## src/rtl/result_fifo_ctl.sv

```systemverilog
`default_nettype none
// +--------------------------------------------------------------------------+
// | Module      : result_fifo_ctl                                            |
// | Description : Parametrised result buffer between the CORDIC core output  |
// |               and the AHB-Lite slave read path. Provides backpressure,   |
// |               fill level, almost-full threshold, sticky overflow and     |
// |               underflow flags, synchronous flush, and either             |
// |               first-word-fall-through or registered-read output.         |
// | Ports       : clk, reset             - clock, synchronous active-high rst |
// |               valid_out_interface,   - push strobe / push data from core |
// |               out_interface                                              |
// |               ready_to_core          - slot available (!full)            |
// |               read_fifo_en           - pop strobe from bus slave         |
// |               out_fifo, rd_valid     - read data and its valid qualifier |
// |               empty, full,           - occupancy status (registered-     |
// |               almost_full, level       state derived only)               |
// |               flush, clear_flags     - discard entries / clear flags     |
// |               overflow, underflow    - sticky error flags                |
// | Revision    : 1.0 - initial release                                      |
// +--------------------------------------------------------------------------+
module result_fifo_ctl #(
  parameter int DATA_W = 32,
  parameter int DEPTH  = 8,
  parameter int AF_TH  = 6,
  parameter int FWFT   = 1
) (
  input  logic                       clk,
  input  logic                       reset,
  input  logic                       valid_out_interface,
  input  logic [DATA_W-1:0]          out_interface,
  output logic                       ready_to_core,
  input  logic                       read_fifo_en,
  output logic [DATA_W-1:0]          out_fifo,
  output logic                       rd_valid,
  output logic                       empty,
  output logic                       full,
  output logic                       almost_full,
  output logic [$clog2(DEPTH):0]     level,
  input  logic                       flush,
  input  logic                       clear_flags,
  output logic                       overflow,
  output logic                       underflow
);

  localparam int c_ADDR_W = $clog2(DEPTH);
  localparam int c_LVL_W  = c_ADDR_W + 1;

  logic [DATA_W-1:0]   r_mem [DEPTH];
  logic [c_ADDR_W-1:0] r_wr_ptr;
  logic [c_ADDR_W-1:0] r_rd_ptr;
  logic [c_LVL_W-1:0]  r_level;
  logic                r_overflow;
  logic                r_underflow;

  logic w_empty;
  logic w_full;
  logic w_push_acc;
  logic w_pop_acc;
  logic w_ovf_set;
  logic w_unf_set;

  // Status comes only from the registered level counter.
  assign w_empty = (r_level == '0);
  assign w_full  = (r_level == c_LVL_W'(DEPTH));

  // A push into a full buffer is still accepted when a pop frees the slot in
  // the same cycle (full implies non-empty since DEPTH >= 2). On an empty
  // buffer the pop is rejected even if a push arrives: no bypass path.
  assign w_push_acc = valid_out_interface & (~w_full | read_fifo_en) & ~flush;
  assign w_pop_acc  = read_fifo_en & ~w_empty & ~flush;
  assign w_ovf_set  = valid_out_interface & w_full & ~read_fifo_en & ~flush;
  assign w_unf_set  = read_fifo_en & w_empty & ~flush;

  // Storage is intentionally not reset.
  always_ff @(posedge clk) begin
    if (w_push_acc && !reset) begin
      r_mem[r_wr_ptr] <= out_interface;
    end
  end

  always_ff @(posedge clk) begin
    if (reset) begin
      r_wr_ptr <= '0;
      r_rd_ptr <= '0;
      r_level  <= '0;
    end else if (flush) begin
      r_wr_ptr <= '0;
      r_rd_ptr <= '0;
      r_level  <= '0;
    end else begin
      if (w_push_acc) begin
        r_wr_ptr <= r_wr_ptr + c_ADDR_W'(1);
      end
      if (w_pop_acc) begin
        r_rd_ptr <= r_rd_ptr + c_ADDR_W'(1);
      end
      case ({w_push_acc, w_pop_acc})
        2'b10:   r_level <= r_level + c_LVL_W'(1);
        2'b01:   r_level <= r_level - c_LVL_W'(1);
        default: r_level <= r_level;
      endcase
    end
  end

  // Sticky flags: a set event in the same cycle as clear_flags wins. Flush
  // leaves the flags alone (its own push/pop are suppressed above).
  always_ff @(posedge clk) begin
    if (reset) begin
      r_overflow  <= 1'b0;
      r_underflow <= 1'b0;
    end else begin
      if (w_ovf_set) begin
        r_overflow <= 1'b1;
      end else if (clear_flags) begin
        r_overflow <= 1'b0;
      end
      if (w_unf_set) begin
        r_underflow <= 1'b1;
      end else if (clear_flags) begin
        r_underflow <= 1'b0;
      end
    end
  end

  generate
    if (FWFT != 0) begin : g_fwft_read
      // Head of the queue is always visible; a pop advances to the next one.
      assign out_fifo = r_mem[r_rd_ptr];
      assign rd_valid = ~w_empty;
    end else begin : g_reg_read
      logic [DATA_W-1:0] r_out;
      logic              r_rd_valid;

      always_ff @(posedge clk) begin
        if (reset) begin
          r_out      <= '0;
          r_rd_valid <= 1'b0;
        end else if (flush) begin
          r_rd_valid <= 1'b0;
        end else if (w_pop_acc) begin
          r_out      <= r_mem[r_rd_ptr];
          r_rd_valid <= 1'b1;
        end else begin
          r_rd_valid <= 1'b0;
        end
      end

      assign out_fifo = r_out;
      assign rd_valid = r_rd_valid;
    end
  endgenerate

  assign empty         = w_empty;
  assign full          = w_full;
  assign ready_to_core = ~w_full;
  assign almost_full   = (r_level >= c_LVL_W'(AF_TH));
  assign level         = r_level;
  assign overflow      = r_overflow;
  assign underflow     = r_underflow;

endmodule
`default_nettype wire

```

## config.mk

```make
export PLATFORM = sky130hd
export DESIGN_NAME = result_fifo_ctl
export DESIGN_NICKNAME = d
export VERILOG_FILES = /design/src/rtl/result_fifo_ctl.sv
export SDC_FILE = /design/constraint.sdc
export NUM_CORES = 1
export LEC_CHECK = 0
export BUFFER_PORTS_ARGS = -buffer_cell sky130_fd_sc_hd__buf_2
export CAP_MARGIN = 40
export CORE_MARGIN = 3
export CORE_UTILIZATION = 54
export DETAILED_ROUTE_END_ITERATION = 8
export PLACE_DENSITY = 0.76
export SKIP_CTS_REPAIR_TIMING = 1
export SLEW_MARGIN = 15
export SYNTH_ARGS = -nofsm -noshare
export SYNTH_HDL_FRONTEND = slang
export SYNTH_SLANG_ARGS = --single-unit
```

## constraint.sdc

```tcl
create_clock -name clk -period 4.6 [get_ports clk]
set_input_delay 0.46 -clock clk [delete_from_list [all_inputs] [get_ports clk]]
set_output_delay 0.46 -clock clk [all_outputs]
set_load 0.005 [all_outputs]
```

==> summary.md <==
## Status
* result of the run: finished, final reports clean

## Floorplanning
* total die area: 0.0209 mm^2
* Die Width: 145 um
* FP Rows: 50
* initial core utilization: 0.553
* Core Footprint: 0.0188 mm^2
* die height: 145 um
* I/O pin cnt: 81

## Setup path
* CP arrival: 2670 ps
* critical register-to-register path startpoint: level[0]
* largest stage delay on the critical path: 560 ps
* Worst R2R Path Depth: 9
* worst path cell trace: buf_12, buf_4, mux4_2, mux2_2, buf_2
* capturing point of the worst reg2reg path: level[2]
* Crit-path slowest cell: sky130_fd_sc_hd__dfxtp_4
* Crit. End Element: output pin
* required time at the endpoint of the critical path: 4140 ps
* crit-path leading delay family: multiplexers
* CP bufs+invs: 3
* Critical Path Start Type: flip-flop
* maximum fanout encountered on the critical timing path: 27
* category of the most critical setup path: reg2out
* worst-case register-to-register setup slack: 1750 ps

## Timing
* setup tns final: 0 ps
* final worst-path cycle share: 0.680
* Setup-failing EPs final: 0
* RSZ-0062 raised after global routing: false
* crit path time final: 3130 ps
* worst relative slew slack: 0.482
* Peak Freq: 320 MHz
* count of pins over their slew limit: 0
* final hold violations: 0
* clk_skew: 13.5 ps
* transition at the pin with the smallest max-transition slack: 774 ps

## Power and ir drop
* Overall Power: 4.97 mW
* Worst VDD drop: 0.253 mV
* static leakage power: 3.93 nW
* Power Dens Cells: 411 mW/mm^2

## Routing
* remaining number of nets flagged by the antenna check after routing: 0
* number of vias in the routed layout: 4737
* routed wirelength normalized by instance count: 23.0 um
* first-pass detailed-route iteration total: 4
* Post-route DRC: 0
* detailed router's first-iteration violation count: 241
* Routed WL: 18900 um
* vias per cell: 5.76

## Placed design
* dpl hpwl: 11400 um
* Port-buffer cells: 80
* final weighted congestion in routability-driven placement: 0.757

## Synthesis
* total number of yosys warnings: 0
* cell types with the largest area share after synthesis: sky130_fd_sc_hd__edfxtp_1, sky130_fd_sc_hd__mux4_2, sky130_fd_sc_hd__mux2_2
* library cells used by synthesis: 36
* sequential area share after synthesis: 0.770
* post-synth top area share: 0.741
* leading cell type by number of instances after synthesis: sky130_fd_sc_hd__edfxtp_1
* Syn Std Cell Area: 0.0104 mm^2
* post-synth top area cell: sky130_fd_sc_hd__edfxtp_1
* top cell types by occurrence after synthesis: sky130_fd_sc_hd__edfxtp_1, sky130_fd_sc_hd__mux4_2, sky130_fd_sc_hd__mux2_2
* number of enable-type register cells in the synthesized netlist: 256
* fraction of registers with async set or reset after synthesis: 0
* ys flop type: sky130_fd_sc_hd__edfxtp_1
* count of mapped cells out of synthesis: 462
* number of storage elements in the synthesis netlist: 271
* Avg Synthesized Cell Area: 22.5 um^2
* Synth Net Count: 505

## Clock network
* sink count of the clock tree: 271
* TritonCTS clock tree: yes
* H-tree depth: 1
* root buf cell: sky130_fd_sc_hd__clkbuf_16
* number of buffers created by CTS: 27
* later-pin clock latency in the skew report: 520 ps
* Max Root-Sink Buffers: 3
* Clock transition at path regs: 60 ps

## Min path
* type of the tightest min-delay check: in2reg
* Hold Path Depth: 2
* startpoint of the most critical hold path: reset
* capture endpoint of the worst hold path: overflow

## GRT
* Total GRT Usage: 0.183
* remaining global-route overflow: 0
* largest net degree at the start of global routing: 34
* initial antenna violation count: 0
* number of global-route vias before repair: 5138
* first-pass GRT wire length: 28900 um

## Final layout
* fraction of layout instances using a drive strength above 1: 0.424
* number of nets in the final layout: 610
* Layout area overhead: 16.5%

## Run
* max capacitance violation total: 0

[metrics by stage]
step	hold WS [ps]	instances	worst slack [ps]	util	area, um^2
floorplan	485	462	43.9	-	10400
global placement	495	769	1830	0.594	11100
detailed placement	518	772	1790	0.597	11200
CTS	177	821	1380	0.644	12100
global route	189	821	1270	0.644	12100
finish	200	822	1470	0.644	12100
[cell type report]
class	count	area [um^2]
Clock inverter	16	174
Tap cell	234	293
Sequential cell	271	7990
Multi-Input combinational cell	166	2330
Fill cell	1244	6680
Inverter	2	7.51
Antenna cell	1	2.50
Timing Repair Buffer	99	588
Clock buffer	33	698
[cells by family after synthesis]
logic type,count (synthesis),synth area share
DFF,271,0.770
muxes,99,0.176
and+or+nand+nor,43,0.0227
buffers and inverters,25,0.0115
AOI/OAI and AO/OA,12,0.00784
xor gates and xnor gates,7,0.00591
adders and majority gates,5,0.00603
[how the worst max path moves through the flow]
stage                             start      endpoint  slack [ps]  cells past startpoint
floorplan           valid_out_interface   r_mem[4][0]          40                      3
global placement              flip-flop  out_fifo[15]        1830                      4
detailed placement             level[0]      level[2]        1790                      9
CTS                           flip-flop  out_fifo[21]        1380                      5
global route                  flip-flop  out_fifo[19]        1270                      5
finish                        flip-flop  out_fifo[21]        1470                      5
[layer usage]
| metal | vias up | part of all wire | GRT usage |
|---|---|---|---|
| li1 | 2126 | - | - |
| met1 | 2462 | 0.41 | 0.250 |
| met2 | 118 | 0.52 | 0.312 |
| met3 | 31 | 0.048 | 0.0321 |
| met4 | 0 | 0.018 | 0.0437 |
| met5 | - | 0 | 0 |
[sequential cells by signal, indices dropped and copies added, names as in the netlist, named ones only]
signal / cells
level: 4
r_wr_ptr: 3
underflow: 1
overflow: 1
r_mem: 256
r_rd_ptr: 3
[cell usage in the layout (no fill, tap or decap), types with 3 or more instances in the layout]
cell type,n
sky130_fd_sc_hd__mux2_2,32
sky130_fd_sc_hd__bufinv_16,4
sky130_fd_sc_hd__nor2_4,3
sky130_fd_sc_hd__clkbuf_16,27
sky130_fd_sc_hd__a21oi_1,5
sky130_fd_sc_hd__ha_1,5
sky130_fd_sc_hd__nand2_1,3
sky130_fd_sc_hd__clkinv_2,7
sky130_fd_sc_hd__nor3_2,3
sky130_fd_sc_hd__nor2_1,15
sky130_fd_sc_hd__xor2_1,6
sky130_fd_sc_hd__nor2b_1,4
sky130_fd_sc_hd__buf_2,80
sky130_fd_sc_hd__dfxtp_1,12
sky130_fd_sc_hd__edfxtp_1,256
sky130_fd_sc_hd__mux4_2,64
sky130_fd_sc_hd__clkinv_1,5
sky130_fd_sc_hd__clkbuf_1,6
sky130_fd_sc_hd__mux2i_1,3
sky130_fd_sc_hd__buf_4,16
[worst reg2reg max path, stage by stage, from the launching register on]
cell and delay [ps]:
sky130_fd_sc_hd__dfxtp_1 390, sky130_fd_sc_hd__or4b_4 630, sky130_fd_sc_hd__o21ai_4 360, sky130_fd_sc_hd__ha_1 360, sky130_fd_sc_hd__xor2_1 200, sky130_fd_sc_hd__ha_1 170, sky130_fd_sc_hd__a21oi_1 50, sky130_fd_sc_hd__xor2_1 170
sky130_fd_sc_hd__or3_1 320, sky130_fd_sc_hd__a21oi_1 140
[where the power goes]
part | internal, mW | switching, mW | leakage (nW)
Combinational | 0.0439 | 0.0604 | 1.07
Clock | 1.30 | 0.851 | 0.432
Sequential | 2.71 | 0.00524 | 2.43
Total | 4.05 | 0.916 | 3.93
Note: power is estimated with default switching activity, not from simulation.
